==> src/rtl/int_ctrl.sv <==
// Interrupt controller: edge-latched pending lines, fixed-priority pick (ID 1 highest),
// LOAD/REQ/SERVICE handshake with the core. Optional ack timeout under INT_ACK_TIMEOUT_EN.
module int_ctrl #(
    parameter int NUM_IRQ     = 31,
    parameter int ID_W        = 5,
    parameter int ACK_TIMEOUT = 64
) (
    input  logic               clk,
    input  logic               res,
    input  logic [NUM_IRQ-1:0] irq_lines,
    input  logic [NUM_IRQ-1:0] irq_mask,
    input  logic               gie,
    input  logic               irq_ack,
    input  logic               irq_ret,
    output logic               irq_id_en,
    output logic [ID_W-1:0]    irq_id_D,
    output logic               irq_req,
    output logic               busy,
    output logic [NUM_IRQ-1:0] pending,
    output logic               timeout
);

    typedef enum logic [1:0] {S_IDLE, S_LOAD, S_REQ, S_SERVICE} state_t;

    state_t             state_q;
    logic [NUM_IRQ-1:0] hist_q, pend_q, pend_d;
    logic [NUM_IRQ-1:0] rise, cand, clr;
    logic [ID_W-1:0]    sel_id, id_q;
    logic               id_en_q, req_q, busy_q;

`ifdef INT_ACK_TIMEOUT_EN
    localparam int CNT_W = $clog2(ACK_TIMEOUT + 1);
    localparam logic [CNT_W-1:0] CNT_LAST = CNT_W'(ACK_TIMEOUT - 1);
    logic [CNT_W-1:0] cnt_q;
    logic             timeout_q;
`endif

    always_comb begin
        rise   = irq_lines & ~hist_q;
        cand   = pend_q & irq_mask;
        sel_id = '0;
        for (int i = NUM_IRQ - 1; i >= 0; i--) begin
            if (cand[i]) sel_id = ID_W'(i + 1);
        end
        clr = '0;
        if (state_q == S_REQ && irq_ack) begin
            for (int i = 0; i < NUM_IRQ; i++) begin
                if (id_q == ID_W'(i + 1)) clr[i] = 1'b1;
            end
        end
        // a new edge on the bit being acknowledged wins over the clear
        pend_d = (pend_q & ~clr) | rise;
    end

    always_ff @(posedge clk) begin
        if (res) begin
            hist_q <= '0;
            pend_q <= '0;
        end else begin
            hist_q <= irq_lines;
            pend_q <= pend_d;
        end
    end

    always_ff @(posedge clk) begin
        if (res) begin
            state_q <= S_IDLE;
            id_q    <= '0;
            id_en_q <= 1'b0;
            req_q   <= 1'b0;
            busy_q  <= 1'b0;
`ifdef INT_ACK_TIMEOUT_EN
            cnt_q     <= '0;
            timeout_q <= 1'b0;
`endif
        end else begin
`ifdef INT_ACK_TIMEOUT_EN
            timeout_q <= 1'b0;
`endif
            case (state_q)
                S_IDLE: begin
                    if (gie && (|cand)) begin
                        state_q <= S_LOAD;
                        id_q    <= sel_id;
                        id_en_q <= 1'b1;
                        busy_q  <= 1'b1;
                    end
                end
                S_LOAD: begin
                    state_q <= S_REQ;
                    id_en_q <= 1'b0;
                    req_q   <= 1'b1;
`ifdef INT_ACK_TIMEOUT_EN
                    cnt_q   <= '0;
`endif
                end
                S_REQ: begin
                    if (irq_ack) begin
                        state_q <= S_SERVICE;
                        req_q   <= 1'b0;
                    end
`ifdef INT_ACK_TIMEOUT_EN
                    else if (cnt_q == CNT_LAST) begin
                        // withdraw; pending is kept so the line is re-arbitrated
                        state_q   <= S_IDLE;
                        req_q     <= 1'b0;
                        busy_q    <= 1'b0;
                        timeout_q <= 1'b1;
                    end else begin
                        cnt_q <= cnt_q + 1'b1;
                    end
`endif
                end
                S_SERVICE: begin
                    if (irq_ret) begin
                        state_q <= S_IDLE;
                        busy_q  <= 1'b0;
                    end
                end
                default: begin
                    state_q <= S_IDLE;
                    busy_q  <= 1'b0;
                end
            endcase
        end
    end

    assign irq_id_en = id_en_q;
    assign irq_id_D  = id_q;
    assign irq_req   = req_q;
    assign busy      = busy_q;
    assign pending   = pend_q;
`ifdef INT_ACK_TIMEOUT_EN
    assign timeout   = timeout_q;
`else
    assign timeout   = 1'b0;
`endif

endmodule

==> config.mk <==
export PLATFORM = sky130hd
export DESIGN_NAME = int_ctrl
export DESIGN_NICKNAME = d
export VERILOG_FILES = /design/src/rtl/int_ctrl.sv
export SDC_FILE = /design/constraint.sdc
export NUM_CORES = 1
export LEC_CHECK = 0
export BUFFER_PORTS_ARGS = -buffer_cell sky130_fd_sc_hd__clkbuf_2
export CAP_MARGIN = 20
export CELL_PAD_IN_SITES_DETAIL_PLACEMENT = 0
export CELL_PAD_IN_SITES_GLOBAL_PLACEMENT = 2
export CORE_MARGIN = 8
export CORE_UTILIZATION = 29
export DETAILED_ROUTE_END_ITERATION = 16
export PLACE_DENSITY_LB_ADDON = 0.1
export SLEW_MARGIN = 20
export SYNTH_ARGS = -nofsm -noshare
export SYNTH_HDL_FRONTEND = slang
export SYNTH_SLANG_ARGS = --single-unit
export TNS_END_PERCENT = 100
==> constraint.sdc <==
create_clock -name clk -period 2.65 [get_ports clk]
set_clock_uncertainty 0.2 [all_clocks]
set_input_delay 0.6625 -clock clk [delete_from_list [all_inputs] [get_ports clk]]
set_output_delay 0.6625 -clock clk [all_outputs]
set_load 0.02 [all_outputs]
==> results.toml, run 1 <==
[floorplan]
pin_count = 107
dieArea_mm2 = 0.01442
fp.dieH_um = 120.1
fp-row-count = 38
die_w_um = 120.1
core_area_mm2 = 0.01070
floorplan.initialDensity = 0.2937

[yosys]
ys_types = 52
synth_top_area_cell = "dfxtp_1"
yosysWarningCount = 0
synth-edff-count = 0
syn_avg_cell_area_um2 = 9.186
ys_seq_elements = 72
synthesis.nets = 413
async_flop_share = 0
mappedNetlistArea_mm2 = 0.003142
synth_cells = 342
ys_seq_area_frac = 0.4588
netlist_top_cells_area = "dfxtp_1 46%, nand2b_1 7.6%, nor2b_1 6.4%, a21oi_1 5.6%, o21ai_0 4.5%"
netlist.area_leader.share = 0.4588
ys_dominant_reg_cell = "dfxtp_1"

[min_path]
hold_end = "pending[4]"
hold_start = "hist_q[4]"
hold_path_class = "register to register"
whs_path_depth = 2

[clock_tree]
clockBufferDepth = 2
h-tree-depth = 3
cts_tree = "built"
hold_buffers = 0
cts_resized = 0
numCtsBuffers = 9
cts-root-buf = "clkbuf_8"
path_clk_slew_ns = 0.08
postCtsSetupBuffers = 0
clk_latency_ns = 0.34
cts.sinks = 72

[worst_setup_path]
worstPathMaxFanout = 6
critPathArrivalTime_ns = 2.15
rr_worst_depth = 6
critPathKind = "primary input to register"
cp-start-kind = "primary input"
r2r_slack_ns = 0.58
crit_family = "simple AND/OR/NAND/NOR gates"
setup.worst_path.end_class = "register"
reg2reg_from = "pending[2]"
r2r_end = "irq_id_D[2]"
critPathSlowestCell = "a222oi_1"
critical_path_buf_inv_count = 1
required_ns = 2.69
worstPathCellList = "clkbuf_2 -> a222oi_1 -> nand3_2 -> nor2_4 -> a21oi_2 -> or3b_1 -> o41ai_1"
cp_slowest_stage_delay_ns = 0.48

[routing]
ant_nets = 0
wl_um = 10060
drc_errors = 0
drt_iter0_drc = 146
dr.pass1.iters = 4
vias = 2866
via_per_inst = 4.801
post_drt_wl_per_cell_um = 16.85

[place]
dpl.cell_count = 581
hpwl_um = 7795
portBuffers = 105
place.gp.congestion = 0.7878

[sta]
setup_viol = 0
fmax_ghz = 0.4734
relSlewSlack = 0.6113
worst_pin_slew_ns = 0.5830
post-route-min-period_ns = 2.112
tns_ns = 0
period_share = 0.7971
finalMaxSlewViolations = 0
hold_violations = 0
grt_setup_unrepaired = "false"

[global_route]
first_global_vias = 3001
grt_overflow = 0
grt_pass1_wl_um = 16050
antenna_found_initial = 0
grt.total_usage = 0.1415
grt_max_degree = 52

[pwr]
p_sw_uw = 997.5
irDropWorstVdd_mv = 0.2277
pwr-share-clk = 0.319
combPwrFrac = 0.251
p_per_area_mw_per_mm2 = 757.9
cell_internal_pwr_mw = 2.075
seqPwrFrac = 0.430
p_sw_frac = 0.3246
p_leak_nw = 1.741

[final_layout]
drive_gt1_frac = 0.3020
area_growth_syn_to_layout_pct = 29.03
nets = 523
stdcell_count = 597
insertedDiodeCount = 0

[outcome]
status = "completed"

[run]
maxCapViolCount = 0
cells in the final DEF (no fill, tap or decap), types with 5 or more instances in the layout:
cell type	count
a21oi_1	35
a22oi_1	12
a31oi_1	5
clkbuf_2	105
clkbuf_8	10
dfxtp_1	72
inv_1	7
nand2_1	22
nand2b_1	38
nand3b_1	5
nor2_1	7
nor2b_1	32
o21ai_0	28
o21ai_1	7
cell type report:
cell class	instances	area, um2
repair buffers	108	560.5
well taps	140	175.2
flip-flops and latches	72	1441
multi-input cells	254	1629
inverters	7	26.28
clock inverters	5	80.08
fillers	1158	6644
clock buffers	11	141.4
kinds of logic (layout without fill, tap and decap cells):
kind of cell	count (synthesis)	count (layout)	share of synthesized area
fa+ha+maj	4	4	0.01593
simple gates	131	131	0.2565
compound gates	116	116	0.2386
other cells	1	1	0.001194
buf+inv	16	131	0.02270
mux	2	2	0.006372
flops	72	72	0.4588
how the worst max path moves through the flow:
stage,end,cells after the start,startpoint,slack (ns)
6_report,irq_id_D[2],7,irq_mask[2],0.54
5_1_grt,irq_id_D[0],7,irq_mask[29],0.47
4_1_cts,irq_id_D[2],1,irq_id_D[2],0.57
3_5_place_dp,irq_id_D[0],7,irq_mask[10],0.20
3_3_place_gp,state_q[0],7,irq_mask[2],0.24
2_1_floorplan,irq_id_D[0],6,irq_mask[2],0.50
routing by layer:
layer / wire [um] / vias to the layer above / global-route usage
met2: 4655 / 78 / 0.2221
met3: 585 / 15 / 0.03758
met1: 4629 / 1328 / 0.1804
met4: 189 / 0 / 0.05777
met5: 0 / - / 0
li1: - / 1445 / -
state kept, by name, indices dropped and copies added (netlist names):
name	cells
hist_q	31
pending	31
irq_id_D	5
state_q	2
busy	1
irq_id_en	1
irq_req	1
worst min-delay path, stage by stage, from the launching register on:
cell	delay, ns
dfxtp_1	0.30
nand2b_1	0.09
a21oi_1	0.05
synthesized netlist by cell type, drive strengths merged, types with 4 or more instances:
master / number
nand3: 7
o21ai: 35
nor2: 8
inv: 7
nand3b: 5
or3: 4
a21oi: 36
a222oi: 4
clkbuf: 7
ha: 4
nor2b: 32
dfxtp: 72
nand2: 22
a22oi: 14
nand2b: 38
a31oi: 5
through the flow:
step           hold slack [ns]  total power [mW]  instance area, um2  setup slack, ns    util
2_1_floorplan           0.2625             1.823                3142           0.5007       -
3_3_place_gp            0.2675             2.124                3832           0.2359  0.3582
3_5_place_dp            0.2714             2.133                3832           0.2047  0.3582
4_1_cts                 0.2821             3.127                4054           0.5654  0.3789
5_1_grt                 0.3014             3.263                4054           0.4688  0.3789
6_report                0.2809             3.073                4054           0.5378  0.3789
power groups by stage:
stage / Sequential [mW] / Combinational (mW) / Clock, mW
floorplan: 1.40 / 0.423 / 0
finish: 1.32 / 0.770 / 0.979
global route: 1.34 / 0.852 / 1.07
detailed placement: 1.35 / 0.785 / 0
global placement: 1.35 / 0.777 / 0
CTS: 1.32 / 0.789 / 1.01
(Power assumes the default switching activity.)
==> inputs of run 2 (changes only) <==
clock period = 2.1 ns   (was 2.65 ns; I/O delays follow)
==> results.toml, run 2 (synthesized netlist as in run 1, its figures left out) <==
[routing]
wl_met1_um = 4659
met3_length_um = 622
via_per_inst = 4.819
drt_iter0_drc = 114
vias = 3017
top_layer_used = "met4"
drc_errors = 0
dr_wl_met2_um = 4857
wl_um = 10270
ant_nets = 0
dr.pass1.iters = 4
post_drt_wl_per_cell_um = 16.40

[global_route]
grt.total_usage = 0.1442
grt_pass1_wl_um = 16440
grt_max_degree = 53
antenna_found_initial = 0
grt_overflow = 0
first_global_vias = 3199

[sta]
finalMaxSlewViolations = 0
post-route-min-period_ns = 1.994
whs_ns = 0.1981
setup_viol = 0
period_share = 0.9496
hold_violations = 0
fmax_ghz = 0.5015
tns_ns = 0
grt_setup_unrepaired = "false"

[clock_tree]
numCtsBuffers = 9
cts-root-buf = "clkbuf_8"
cts_resized = 0
h-tree-depth = 3
hold_buffers = 0
clk_latency_ns = 0.35
cts_tree = "built"
postCtsSetupBuffers = 0
cts.sinks = 72
clockBufferDepth = 2
path_clk_slew_ns = 0.09

[pwr]
irDropWorstVdd_mv = 0.2755
p_sw_mw = 1.285
seqPwrFrac = 0.407
combPwrFrac = 0.261
pwr-share-clk = 0.332
cell_internal_pwr_mw = 2.803
p_sw_frac = 0.3143
p_leak_nw = 1.894
p_per_area_mw_per_mm2 = 950.4

[floorplan]
pin_count = 107
dieArea_mm2 = 0.01442
die_w_um = 120.1
floorplan.initialDensity = 0.2937
core_area_mm2 = 0.01070
fp-row-count = 38
fp.dieH_um = 120.1

[final_layout]
final_core_util = 0.4020
layout_common_cells = "105 x clkbuf_2, 72 x dfxtp_1, 38 x nand2b_1, 35 x a21oi_1"
nets = 553
area_growth_syn_to_layout_pct = 36.88
design_area_mm2 = 0.004300
insertedDiodeCount = 0
drive_gt1_frac = 0.3457
mostFrequentLayoutCell = "clkbuf_2"
nFillCells = 1144

[run]
maxCapViolCount = 0

[outcome]
status = "completed"

[place]
portBuffers = 105
place.gp.congestion = 0.7441
hpwl_um = 8048
dpl_cell_area_mm2 = 0.004058

[worst_setup_path]
worstPathMaxFanout = 4
reg2reg_from = "pending[13]"
cp-start-kind = "register"
rr_worst_depth = 6
critPathKind = "register to register"
setup.worst_path.end_class = "register"
critPathArrivalTime_ns = 2.03
r2r_end = "state_q[0]"
required_ns = 2.14
r2r_slack_ns = 0.11

[min_path]
hold_end = "hist_q[8]"
hold_path_class = "primary input to register"
hold_start = "irq_lines[8]"
whs_path_depth = 2
==> run 2: cell count changes in the layout (fill, tap and decap cells not counted), sizes merged <==
cell | before | now
buf | 3 | 33
bufinv | 2 | 3
clkbuf | 116 | 115
clkinv | 1 | 0
==> run 2: stage by stage <==
stage	setup WS [ns]	total power, mW	std cells
final	0.1059	4.087	626
after global routing	0.03523	4.317	626
after CTS	0.08955	4.141	626
after detailed placement	-0.1820	2.776	611
after global placement	-0.1705	2.768	611
after floorplan	0.08816	2.301	342
==> run 2: worst max-delay path by stage <==
stage                             from          end  slack (ns)  cells past startpoint
after floorplan            irq_mask[2]  irq_id_D[0]        0.09                      6
after global placement    irq_mask[23]   state_q[0]       -0.17                      7
after detailed placement  irq_mask[23]   state_q[0]       -0.18                      7
after CTS                  pending[13]   state_q[0]        0.09                      6
after global routing       pending[23]  irq_id_D[0]        0.04                      6
final                      pending[13]   state_q[0]        0.11                      6
==> run 2: area by class of cell <==
| type | instances | area [um2] | area share |
|---|---|---|---|
| multi-input combinational | 254 | 1629 | 0.3788 |
| sequential | 72 | 1441 | 0.3352 |
| timing repair buffer | 138 | 785.8 | 0.1827 |
| tap | 140 | 175.2 | 0.04073 |
| clock buffer | 10 | 137.6 | 0.03200 |
| clock inverter | 5 | 105.1 | 0.02444 |
| inverter | 7 | 26.28 | 0.006110 |
==> run 2: power groups by stage <==
stage | sequential (mW) | clock [mW] | combinational [mW]
3_5_place_dp | 1.69 | 0 | 1.08
2_1_floorplan | 1.77 | 0 | 0.534
5_1_grt | 1.68 | 1.45 | 1.18
4_1_cts | 1.66 | 1.39 | 1.09
6_report | 1.66 | 1.36 | 1.07
3_3_place_gp | 1.69 | 0 | 1.08
==> run 2: per-layer routing <==
layer / GRT usage / vias to the layer above
li1: - / 1507
met1: 0.1760 / 1416
met2: 0.2379 / 83
met3: 0.04697 / 11
met4: 0.04059 / 0
met5: 0 / -
==> run 2: critical path, cell delays in order, from the launching register on <==
cell and delay (ns):
dfxtp_1 0.35, a22oi_2 0.23, nand3_2 0.14, nor4_4 0.40
a21boi_2 0.15, o221a_4 0.25, o21a_1 0.16
==> inputs of run 3 (changes only) <==
BUFFER_PORTS_ARGS = default   (was -buffer_cell sky130_fd_sc_hd__clkbuf_2)
CORE_MARGIN = 10   (was 8)
CORE_UTILIZATION = 36   (was 29)
DONT_BUFFER_PORTS = 1   (was default)
HOLD_SLACK_MARGIN = 0.15   (was default)
==> results.toml, run 3 (synthesized netlist as in run 1, its figures left out) <==
[global_route]
grt_pass1_wl_um = 16150
first_global_vias = 3029
grt.total_usage = 0.1588
antenna_found_initial = 0
grt_max_degree = 66
grt_overflow = 0

[final_layout]
drive_gt1_frac = 0.1808
stdcell_count = 545
final_core_util = 0.4933
insertedDiodeCount = 0
nets = 504
mostFrequentLayoutCell = "dfxtp_1"
area_growth_syn_to_layout_pct = 34.93
layout_common_cells = "72 x dfxtp_1, 48 x buf_4, 40 x dlygate4sd3_1, 38 x nand2b_1, 35 x a21oi_1"

[worst_setup_path]
critical_path_buf_inv_count = 0
cp_slowest_stage_delay_ns = 0.48
setup.worst_path.end_class = "register"
required_ns = 2.15
r2r_slack_ns = 0.12
crit_family = "simple AND/OR/NAND/NOR gates"
cp-start-kind = "register"
reg2reg_from = "pending[2]"
rr_worst_depth = 6
critPathArrivalTime_ns = 2.03
r2r_end = "irq_id_D[0]"
critPathSlowestCell = "a222oi_1"
worstPathCellList = "a222oi_1 -> nand3_2 -> nor2_4 -> a21oi_2 -> or3b_1 -> o41ai_1"
critPathKind = "register to register"
worstPathMaxFanout = 4

[pwr]
pwr-share-clk = 0.315
combPwrFrac = 0.249
p_per_area_mw_per_mm2 = 921.6
p_sw_frac = 0.3174
p_leak_nw = 1.706
seqPwrFrac = 0.435
irDropWorstVdd_mv = 0.3852
cell_internal_pwr_mw = 2.667
p_sw_mw = 1.240

[place]
place.gp.congestion = 0.8090
hpwl_um = 7554
portBuffers = 0
dpl.cell_count = 489

[routing]
post_drt_wl_per_cell_um = 18.84
drt_iter0_drc = 139
wl_um = 10270
vias = 2864
via_per_inst = 5.255
ant_nets = 0
drc_errors = 0
dr.pass1.iters = 4

[sta]
hold_violations = 0
worst_pin_slew_ns = 0.6215
relSlewSlack = 0.5851
tns_ns = 0
setup_viol = 0
period_share = 0.9415
finalMaxSlewViolations = 0
grt_setup_unrepaired = "false"
fmax_ghz = 0.5058
post-route-min-period_ns = 1.977

[outcome]
status = "completed"

[min_path]
whs_path_depth = 2
hold_end = "state_q[1]"
hold_start = "res"
hold_path_class = "primary input to register"

[clock_tree]
cts-root-buf = "clkbuf_8"
cts_tree = "built"
clockBufferDepth = 2
clk_latency_ns = 0.35
h-tree-depth = 3
path_clk_slew_ns = 0.07
numCtsBuffers = 9
cts.sinks = 72
postCtsSetupBuffers = 0

[floorplan]
pin_count = 107
core_area_mm2 = 0.008593
floorplan.initialDensity = 0.3656
fp-row-count = 34
dieArea_mm2 = 0.01286
die_w_um = 113.4
fp.dieH_um = 113.4

[run]
maxCapViolCount = 0
## run 3: cell count changes in the layout (fill, tap and decap cells not counted)
cell / before / now
clkbuf_2: 105 / 0
dlygate4sd3_1: 0 / 40
buf_4: 32 / 48
buf_12: 1 / 0
buf_16: 0 / 1
bufinv_16: 3 / 2
clkinv_2: 0 / 1
clkinv_4: 0 / 1
clkinvlp_4: 2 / 1
## run 3: area by class of cell
cell class	instances	area, um2
inverter	7	26.28
fill	853	4354
tap	108	135.1
multi-input combinational	254	1629
timing repair buffer	89	788.3
clock inverter	5	81.33
clock buffer	10	137.6
sequential	72	1441
## run 3: how the worst max path moves through the flow
| stage | slack (ns) | cells past startpoint | from | endpoint |
|---|---|---|---|---|
| after floorplan | 0.09 | 6 | irq_mask[2] | irq_id_D[0] |
| after global placement | -0.03 | 6 | irq_mask[29] | state_q[0] |
| after global routing | 0.009 | 6 | pending[10] | state_q[0] |
| final | 0.12 | 6 | pending[2] | irq_id_D[0] |
| after detailed placement | -0.08 | 6 | irq_mask[2] | irq_id_D[0] |
| after CTS | 0.11 | 6 | pending[2] | irq_id_D[0] |
## run 3: per-layer routing
| layer | GRT usage | routed length (um) | vias to the layer above |
|---|---|---|---|
| li1 | - | - | 1410 |
| met1 | 0.1757 | 4151 | 1360 |
| met2 | 0.2638 | 4975 | 83 |
| met3 | 0.07612 | 1003 | 11 |
| met4 | 0.04907 | 137 | 0 |
| met5 | 0 | 0 | - |
## run 3: power groups by stage
stage	combinational (mW)	sequential (mW)	clock (mW)
3_3_place_gp	0.885	1.73	0
6_report	0.975	1.70	1.23
3_5_place_dp	0.897	1.73	0
5_1_grt	1.09	1.73	1.32
2_1_floorplan	0.534	1.77	0
4_1_cts	0.993	1.70	1.26
## run 3: worst reg2reg max path, cell delays in order (launching register included)
cell	delay [ns]
dfxtp_1	0.32
a222oi_1	0.48
nand3_2	0.18
nor2_4	0.18
a21oi_2	0.09
or3b_1	0.36
o41ai_1	0.06
## run 3: per-stage QoR
step                hold WS [ns]  power [mW]  area (um2)  worst slack (ns)
floorplan                 0.2625       2.301        3142           0.08816
global placement          0.2623       2.619        3592          -0.02571
detailed placement        0.2685       2.632        3592          -0.07677
CTS                       0.1561       3.958        4239            0.1089
global route              0.1605       4.145        4239          0.008951
finish                    0.1683       3.907        4239            0.1229
## run 3: what timing repair did
action,in CTS,in global routing
hold endpoints to repair,72,0
setup endpoints to repair,0,0
resized for setup,0,0
hold buffers,41,0
